===== config.mk =====
export PLATFORM = sky130hd
export DESIGN_NAME = keypad_scan_ctrl
export DESIGN_NICKNAME = d
export VERILOG_FILES = /design/src/rtl/keypad_pkg.sv /design/src/rtl/sync_bus.sv /design/src/rtl/keypad_scan_ctrl.sv
export SDC_FILE = /design/constraint.sdc
export NUM_CORES = 1
export LEC_CHECK = 0
export CORE_MARGIN = 4
export CORE_UTILIZATION = 55
export CTS_BUF_LIST = sky130_fd_sc_hd__clkbuf_4 sky130_fd_sc_hd__clkbuf_8
export CTS_CLUSTER_SIZE = 8
export DETAILED_ROUTE_END_ITERATION = 16
export PLACE_DENSITY = 0.76
export SLEW_MARGIN = 20
export SYNTH_ARGS = -nofsm -noshare
export SYNTH_HDL_FRONTEND = slang
export SYNTH_HIERARCHICAL = 1
export SYNTH_SLANG_ARGS = --single-unit

===== constraint.sdc =====
create_clock -name clk -period 4.4 [get_ports clk]
set_input_delay 1.32 -clock clk [delete_from_list [all_inputs] [get_ports clk]]
set_output_delay 1.32 -clock clk [all_outputs]
set_load 0.01 [all_outputs]

===== src/rtl/keypad_pkg.sv =====
`default_nettype none
// +-----------------------------------------------------------------------+
// | keypad_pkg : shared types and width helpers for keypad_scan_ctrl      |
// | Revision   : 1.0                                                      |
// +-----------------------------------------------------------------------+
package keypad_pkg;

  typedef enum logic [1:0] {
    IDLE  = 2'd0,
    DRIVE = 2'd1,
    EVAL  = 2'd2
  } scan_state_t;

  typedef enum logic [1:0] {
    NONE   = 2'd0,
    SINGLE = 2'd1,
    MULTI  = 2'd2
  } frame_class_t;

  // Never return zero so single-entry counters still get a 1-bit vector.
  function automatic int clog2_min1(input int n);
    return (n <= 2) ? 1 : $clog2(n);
  endfunction

  function automatic int code_width(input int rows, input int cols);
    return clog2_min1(rows * cols);
  endfunction

  function automatic int div_width(input int scan_div);
    return clog2_min1(scan_div);
  endfunction

endpackage
`default_nettype wire


===== src/rtl/sync_bus.sv =====
`default_nettype none
// +-----------------------------------------------------------------------+
// | sync_bus : WIDTH-bit 2-flop synchronizer, resets to all ones (idle    |
// |            level of active-low pulled-up inputs)                      |
// | Revision : 1.0                                                        |
// +-----------------------------------------------------------------------+
module sync_bus #(
  parameter int WIDTH = 4
) (
  input  logic             clk,
  input  logic             rst,
  input  logic [WIDTH-1:0] d,
  output logic [WIDTH-1:0] q
);

  logic [WIDTH-1:0] r_meta;
  logic [WIDTH-1:0] r_sync;

  always_ff @(posedge clk or posedge rst) begin
    if (rst) begin
      r_meta <= '1;
      r_sync <= '1;
    end else begin
      r_meta <= d;
      r_sync <= r_meta;
    end
  end

  assign q = r_sync;

endmodule
`default_nettype wire


===== src/rtl/keypad_scan_ctrl.sv =====
`default_nettype none
// +-----------------------------------------------------------------------+
// | keypad_scan_ctrl : row-scanning matrix keypad controller with frame   |
// |                    debounce. Optional auto-repeat: KEYPAD_REPEAT_EN   |
// | Revision         : 1.0                                                |
// +-----------------------------------------------------------------------+
module keypad_scan_ctrl
  import keypad_pkg::*;
#(
  parameter int ROWS          = 4,
  parameter int COLS          = 4,
  parameter int SCAN_DIV      = 1000,
  parameter int DEBOUNCE      = 3,
  parameter int REPEAT_FRAMES = 20
) (
  input  logic                              clk,
  input  logic                              rst,
  input  logic                              en,
  input  logic [COLS-1:0]                   col_in,
  output logic [ROWS-1:0]                   row_out,
  output logic [code_width(ROWS, COLS)-1:0] key_code,
  output logic                              key_valid,
  output logic                              key_held,
  output logic                              multi_key
);

  localparam int c_KW = code_width(ROWS, COLS);
  localparam int c_DW = div_width(SCAN_DIV);
  localparam int c_RW = clog2_min1(ROWS);
  localparam int c_CW = clog2_min1(COLS);
  localparam int c_SW = clog2_min1(DEBOUNCE + 1);
  localparam logic [c_DW-1:0] c_DIV_LAST = c_DW'(SCAN_DIV - 1);
  localparam logic [c_RW-1:0] c_ROW_LAST = c_RW'(ROWS - 1);
  localparam logic [c_SW-1:0] c_DEB      = c_SW'(DEBOUNCE);

  if (SCAN_DIV < 4) begin : g_bad_scan_div
    $error("SCAN_DIV must be >= 4");
  end
  if (DEBOUNCE < 1) begin : g_bad_debounce
    $error("DEBOUNCE must be >= 1");
  end
  if (REPEAT_FRAMES < 1) begin : g_bad_repeat
    $error("REPEAT_FRAMES must be >= 1");
  end

  logic [COLS-1:0] w_cols;

  sync_bus #(.WIDTH(COLS)) u_col_sync (
    .clk (clk),
    .rst (rst),
    .d   (col_in),
    .q   (w_cols)
  );

  scan_state_t      r_state, w_state_nxt;
  frame_class_t     w_class;
  logic [c_RW-1:0]  r_row;
  logic [c_DW-1:0]  r_div;
  logic [1:0]       r_hits, w_row_hits, w_hits_acc;
  logic [2:0]       w_hits_sum;
  logic [c_CW-1:0]  w_row_col;
  logic [c_KW-1:0]  w_row_key, r_frame_key, r_cand, r_code;
  logic [c_SW-1:0]  r_stable, r_release, w_stab_inc, w_rel_inc;
  logic             r_valid, r_held, r_multi, w_sample;
`ifdef KEYPAD_REPEAT_EN
  localparam int c_PW = clog2_min1(REPEAT_FRAMES + 1);
  localparam logic [c_PW-1:0] c_REP_LAST = c_PW'(REPEAT_FRAMES - 1);
  logic [c_PW-1:0]  r_rep;
`endif

  assign w_sample = (r_state == DRIVE) && (r_div == c_DIV_LAST);

  // Press count per row saturates at 2: only none/single/multi matter.
  always_comb begin
    w_row_hits = 2'd0;
    w_row_col  = '0;
    for (int c = 0; c < COLS; c++) begin
      if (!w_cols[c]) begin
        if (w_row_hits == 2'd0) w_row_col = c_CW'(c);
        w_row_hits = (w_row_hits == 2'd0) ? 2'd1 : 2'd2;
      end
    end
  end

  assign w_row_key  = c_KW'(int'(r_row) * COLS + int'(w_row_col));
  assign w_hits_sum = {1'b0, r_hits} + {1'b0, w_row_hits};
  assign w_hits_acc = (w_hits_sum >= 3'd2) ? 2'd2 : w_hits_sum[1:0];

  always_comb begin
    w_class    = (r_hits == 2'd0) ? NONE : ((r_hits == 2'd1) ? SINGLE : MULTI);
    w_stab_inc = c_SW'(1);
    if (r_frame_key == r_cand) w_stab_inc = (r_stable == c_DEB) ? c_DEB : r_stable + 1'b1;
    w_rel_inc  = (r_release == c_DEB) ? c_DEB : r_release + 1'b1;
  end

  always_ff @(posedge clk or posedge rst) begin
    if (rst) r_state <= IDLE;
    else     r_state <= w_state_nxt;
  end

  always_comb begin
    w_state_nxt = r_state;
    case (r_state)
      IDLE:    if (en) w_state_nxt = DRIVE;
      DRIVE:   if (!en) w_state_nxt = IDLE;
               else if (w_sample && r_row == c_ROW_LAST) w_state_nxt = EVAL;
      EVAL:    w_state_nxt = en ? DRIVE : IDLE;
      default: w_state_nxt = IDLE;
    endcase
  end

  always_ff @(posedge clk or posedge rst) begin
    if (rst) begin
      r_row <= '0; r_div <= '0; r_hits <= '0; r_frame_key <= '0;
      r_cand <= '0; r_stable <= '0; r_release <= '0; r_code <= '0;
      r_valid <= 1'b0; r_held <= 1'b0; r_multi <= 1'b0;
`ifdef KEYPAD_REPEAT_EN
      r_rep <= '0;
`endif
    end else begin
      r_valid <= 1'b0;
      if (!en) begin
        // Disabling abandons the frame and any debounce progress; key_code is kept.
        r_row <= '0; r_div <= '0; r_hits <= '0; r_frame_key <= '0;
        r_cand <= '0; r_stable <= '0; r_release <= '0;
        r_held <= 1'b0; r_multi <= 1'b0;
`ifdef KEYPAD_REPEAT_EN
        r_rep <= '0;
`endif
      end else if (r_state == DRIVE) begin
        if (w_sample) begin
          r_div  <= '0;
          r_row  <= (r_row == c_ROW_LAST) ? '0 : r_row + 1'b1;
          r_hits <= w_hits_acc;
          if (r_hits == 2'd0 && w_row_hits == 2'd1) r_frame_key <= w_row_key;
        end else begin
          r_div <= r_div + 1'b1;
        end
      end else if (r_state == EVAL) begin
        r_hits  <= '0;
        r_multi <= (w_class == MULTI);
        case (w_class)
          NONE: begin
            r_stable  <= '0;
            r_release <= w_rel_inc;
            if (w_rel_inc == c_DEB) r_held <= 1'b0;
`ifdef KEYPAD_REPEAT_EN
            r_rep <= '0;
`endif
          end
          SINGLE: begin
            r_release <= '0;
            r_cand    <= r_frame_key;
            r_stable  <= w_stab_inc;
            if (w_stab_inc == c_DEB && !r_held) begin
              r_code  <= r_frame_key;
              r_held  <= 1'b1;
              r_valid <= 1'b1;
            end
`ifdef KEYPAD_REPEAT_EN
            if (r_held && r_frame_key == r_code) begin
              if (r_rep == c_REP_LAST) begin
                r_rep   <= '0;
                r_valid <= 1'b1;
              end else begin
                r_rep <= r_rep + 1'b1;
              end
            end else begin
              r_rep <= '0;
            end
`endif
          end
          default: begin
            r_stable  <= '0;
            r_release <= '0;
`ifdef KEYPAD_REPEAT_EN
            r_rep <= '0;
`endif
          end
        endcase
      end
    end
  end

  always_comb begin
    for (int r = 0; r < ROWS; r++) begin
      row_out[r] = !((r_state == DRIVE) && (r_row == c_RW'(r)));
    end
  end

  assign key_code  = r_code;
  assign key_valid = r_valid;
  assign key_held  = r_held;
  assign multi_key = r_multi;

endmodule
`default_nettype wire

* After elaboration in Yosys (flattened, before gate mapping)
Cells that the tools add are included.
** Operators by class
- Add/sub/neg operators :: 6
- $lt $le $gt $ge :: 1
- Equality and inequality tests :: 28
- Muxes and demuxes :: 65
- Bitwise gates (word level) :: 1
- Reductions and logical operators :: 28
** Operator list (count)
- $mux 2 :: 35
- $mux 4 :: 8
- $mux 10 :: 3
- $mux 1 :: 17
- $eq 2x2->1 const B :: 8
- $logic_not 2->1 :: 7
- $add 10x1->10 const B :: 1
- $eq 10x10->1 const B :: 1
- $eq 2x1->1 const B :: 5
- $ne 2x1->1 const B :: 5
- $reduce_and 5->1 :: 2
- $ne 3x3->1 const B :: 3
- $logic_and 1x1->1 :: 8
- $reduce_and 2->1 :: 4
- $add 2x1->2 const B :: 3
- $ne 3x1->1 const B :: 2
- $pmux 2 s3 :: 1
- $reduce_and 3->1 :: 2
- $logic_not 1->1 :: 5
- $add 4x2->4 :: 1
- $eq 4x4->1 :: 1
- $ne 2x2->1 const B :: 2
- $add 2x2->3 :: 1
- $ge 3x2->1 const B :: 1
- other kinds (3) :: 3
** Word-level totals
- Bits in registers :: 43
- Input bits :: 7
- Output and inout bits :: 11
- Word-level logic and storage cells :: 143

* Depth between registers and ports, before layout
- Depth after elaboration :: 16
- Mapped depth :: 10
- Mapped depth without buffers :: 10

* By module
Netlist, hierarchy kept.
** Modules (own cells, without submodules)
- keypad_scan_ctrl :: instances 1, cells each 198, area each 1981.9 µm², seq. area each 875.8 µm²
- sync_bus :: instances 1, cells each 9, area each 214.0 µm², seq. area each 210.2 µm²

* Worst setup path after synthesis
Ideal clock, no wire load.
- Kind :: reg2reg
- Start point :: register u_col_sync.r_sync[0], in the netlist u_col_sync/q[0]
- End point :: register r_hits[1]
- Setup time :: 0.125 ns
- Arrival time :: 2.456 ns
- Data required time :: 4.275 ns
- Slack :: 1.819 ns
- Cell stages (with the launch flop) :: 11
- Path buffers :: 0
- Period minus slack after synthesis :: 2.581 ns
- Path through :: dfstp_2 -> inv_1 -> ha_1 -> or3_1 -> a21oi_1 -> a31o_2 -> ha_1 -> fa_1 -> nor2_1 -> nor3_1 -> mux2_2
** Between the ends
- Word-level cells in the longest chain between the ends :: 16
** RTL lines
- start: declaration :: RTL line sync_bus.sv:17 : logic [WIDTH-1:0] r_sync;
- start signal: assignment :: RTL line sync_bus.sv:25 : r_sync <= r_meta;
- $mux 1 (*) :: RTL line keypad_scan_ctrl.sv:78 : if (!w_cols[c]) begin
- $logic_not 2->1 :: RTL line keypad_scan_ctrl.sv:80 : w_row_hits = (w_row_hits == 2'd0) ? 2'd1 : 2'd2;
- $mux 2 :: RTL line keypad_scan_ctrl.sv:80
- $mux 2 (*) :: RTL line keypad_scan_ctrl.sv:78
- $logic_not 2->1 :: RTL line keypad_scan_ctrl.sv:80
- $mux 2 :: RTL line keypad_scan_ctrl.sv:80
- $mux 2 (*) :: RTL line keypad_scan_ctrl.sv:78
- $logic_not 2->1 :: RTL line keypad_scan_ctrl.sv:80
- $mux 2 :: RTL line keypad_scan_ctrl.sv:80
- $mux 2 (*) :: RTL line keypad_scan_ctrl.sv:78
- $add 2x2->3 (*) :: RTL line keypad_scan_ctrl.sv:86 : assign w_hits_sum = {1'b0, r_hits} + {1'b0, w_row_hits};
- $ge 3x2->1 :: RTL line keypad_scan_ctrl.sv:87 : assign w_hits_acc = (w_hits_sum >= 3'd2) ? 2'd2 : w_hits_sum[1:0];
- $mux 2 (*) :: RTL line keypad_scan_ctrl.sv:87
- $mux 2 (*) :: RTL line keypad_scan_ctrl.sv:131 : if (w_sample) begin
- $mux 2 (*) :: RTL line keypad_scan_ctrl.sv:130 : end else if (r_state == DRIVE) begin
- $mux 2 (*) :: RTL line keypad_scan_ctrl.sv:122 : if (!en) begin
- end signal: assignment :: RTL line keypad_scan_ctrl.sv:134 : r_hits <= w_hits_acc;
- end: declaration :: RTL line keypad_scan_ctrl.sv:59 : logic [1:0] r_hits, w_row_hits, w_hits_acc;
Mark *: on every way between the ends. The rest lies on a longest branch, timed or not. The select of a mux whose other input is x is not followed.
A chain may end at the register's enable or synchronous reset.

* Worst setup path after layout
- Start point :: register r_state[0]
- End point :: output row_out[2]
** Between the ends
- Word-level cells in the longest chain between the ends :: 3
** RTL lines
- start: declaration :: RTL line keypad_scan_ctrl.sv:55 : scan_state_t r_state, w_state_nxt;
- start signal: assignment :: RTL line keypad_scan_ctrl.sv:98 : else r_state <= w_state_nxt;
- $eq 2x1->1 :: RTL line keypad_scan_ctrl.sv:187 : row_out[r] = !((r_state == DRIVE) && (r_row == c_RW'(r)));
- $logic_and 1x1->1 :: RTL line keypad_scan_ctrl.sv:187
- $logic_not 1->1 :: RTL line keypad_scan_ctrl.sv:187
- end: declaration :: RTL line keypad_scan_ctrl.sv:20 : output logic [ROWS-1:0] row_out,
No other way between the ends.

==> impl_results.md <==
- Status: finished, final reports clean
- Yosys Warn Count: 6
- Met2 GRT Util: 28.5%
- GR peak layer: met2
- Pre-CTS WS: 1110 ps
- Post-route clock skew: 8.53 ps
- Clk slew on worst S/H paths: 80 ps
- Via count: 1523
- Antenna viol nets, final: 0
- Seq cells post-synth: 43
- CP max-delay cell: clkdlybuf4s50_1
- Row count: 22
- Vias/cell: 5.56
- RSZ-0062 raised after global routing: no
- Area Overhead vs Synth: 12.4%
- Die area: 5070 sq um
- Power Total: 703 uW
- Cell family with most CP delay: buffers and inverters
- Worst Path Class, Setup: flip-flop to output pin
- Initial antenna violation count: 0
- Layout cell share with drive strength beyond 1: 13.3%
- Slew Limit Fails: 0
- Clock buffer depth: 2
- Remaining DRCs: 0
- Relative slew slack: 52.6%
- Gp weighted congestion: 0.859
- Dominant cells by area after synthesis: dfrtp_1 40%, dfstp_2 9.6%, ha_1 6.3%, mux2i_1 5.0%, nand2_1 3.9%
- Sink Count: 43
- Setup_tns: 0 ps
- Post-CTS sizing: 0
- Largest net degree at the start of global routing: 36
- Asr flop ratio synth: 100%
- Worst hold slack: 358 ps
- CTS tree: done
- Post-layout min period: 3000 ps
- Final setup margin: 1400 ps
- Max cap viols: 0
- Leak: 1.14 nW
- Initial Util: 58.2%
- Final Core Density: 65.5%
- Setup Viol. Count Final: 0
- Postcts setup bufs: 0
- Clock Latency Late Sink: 290 ps
- Worst VDD drop: 239 uV
- PortBufs: 17
- Gate Count Post-Synth: 207
- Worst Hold Class: flip-flop to flip-flop
- TritonRoute pass-1 iters: 4
- Antenna diode count: 0
- Gr ovfl total: 0
- Final worst path period share: 68.2%
- Final Hold Viols: 0
- Register area share after synthesis: 49.5%
- 1st-iter DRT viols: 93
- Cell Pwr Density: 285 nW/um^2
- CTS root buf: clkbuf_8
- Met3 usage: 4.12%
- CP required: 3080 ps
- Worst setup SP type: flip-flop
- HPWL Detailed: 2.93 mm
- Cell taking the most area after synthesis: dfrtp_1
- Commonest non-fill, non-tap cell in the layout: dfrtp_1
- Most frequent cells in the layout: 35 x dfrtp_1, 23 x nand2_1, 21 x nor2_1, 17 x clkdlybuf4s50_1
- Slowest stage delay, CP: 490 ps
- Crit end category: output pin
- GRT Total Usage: 17.1%
- Total Nets Final: 244
- Vias in the first global route: 1546
- Yosys cell types: 40
- Core area: 3770 sq um
- Worst Tran Pin Value: 709 ps
- Number of synthesized flops with an enable pin: 0
- Arr. time, crit path: 1680 ps
- Final wirelength: 3.95 mm
- Width of the die: 71.2 um
- Chip height: 71.2 um
- Buffers plus inverters on the worst setup path: 1
- Cell area after synthesis: 2200 sq um
- Achievable clock frequency: 333 MHz
- Num ports: 18
- Post-synth top area share: 39.9%
- H-tree levels: 2
- Num CTS Buffers: 5
- Synthesized net count: 226
- WL/cell: 14.4 um
- First-pass GRT wire length: 6.98 mm
- Met1 Usage GRT: 21.9%
- Hold_buf cts: 0
- Post-Syn Area per Cell: 10.6 sq um
- Top FF cell, synth: dfrtp_1
- Crit Path Max Fanout: 6
- Cells along the critical path: nor2b_1 -> nand2_1 -> clkdlybuf4s50_1
per-layer routing:
layer | vias up | wire length [um]
met3 | 7 | 163
met5 | - | 0
met1 | 751 | 1790
met4 | 0 | 53
met2 | 27 | 1940
li1 | 738 | -
kinds of logic after synthesis:
logic type	Yosys count	synth area share (%)
AO/OA/AOI/OAI	30	9.06
XOR/XNOR	10	3.99
adder cells (fa/ha/maj)	12	7.18
buffers and inverters	18	4.10
flip-flops	43	49.5
multiplexers	17	8.78
AND/OR/NAND/NOR	77	17.4
layout make-up:
cell class | count | area [sq um]
fillers | 279 | 1300
multi-input cells | 146 | 1020
clock inverters | 3 | 15.0
flip-flops and latches | 43 | 1090
repair buffers | 18 | 178
clock buffers | 5 | 68.8
inverters | 11 | 41.3
well taps | 48 | 60.1
final timing paths:
path,startpoint,to,slack (ps),cells past startpoint
max reg2reg,u_col_sync/q[0],r_hits[1],1560,10
max,r_state[0],row_out[2],1400,3
min reg2reg,u_col_sync/r_meta[0],u_col_sync/q[0],360,0
max in group asynchronous,rst,r_frame_key[3],2620,3
min in group asynchronous,rst,r_cand[2],1470,3
min,u_col_sync/r_meta[0],u_col_sync/q[0],360,0
metrics by stage:
| stage | cell area, sq um | instances |
|---|---|---|
| after CTS | 2470 | 274 |
| final | 2470 | 274 |
| after global placement | 2380 | 266 |
| after global routing | 2470 | 274 |
| after detailed placement | 2380 | 266 |
| after floorplan | 2200 | 207 |
power breakdown:
part           total (mW)  switching [mW]  internal (mW)
combinational      0.0516          0.0315         0.0201
sequential          0.412         0.00729          0.405
clock               0.239           0.130          0.109
total               0.703           0.169          0.534
registers in the layout, summed over array words and instances, names as in the netlist:
name               count
r_release              2
multi_key              1
r_hits                 2
key_valid              1
r_stable               2
r_cand                 4
r_frame_key            4
r_row                  2
key_held               1
r_div                 10
u_col_sync/q           4
r_state                2
u_col_sync/r_meta      4
key_code               4
cell usage after synthesis (3+ instances only):
cell,instances
a211oi_1,4
a21oi_1,10
buf_6,3
clkbuf_1,4
dfrtp_1,35
dfstp_2,8
ha_1,11
inv_1,11
mux2_4,4
mux2i_1,11
nand2_1,23
nand2b_1,6
nand3_1,8
nor2_1,21
nor3_1,4
o21ai_0,6
xnor2_1,9
(Power assumes the default switching activity.)
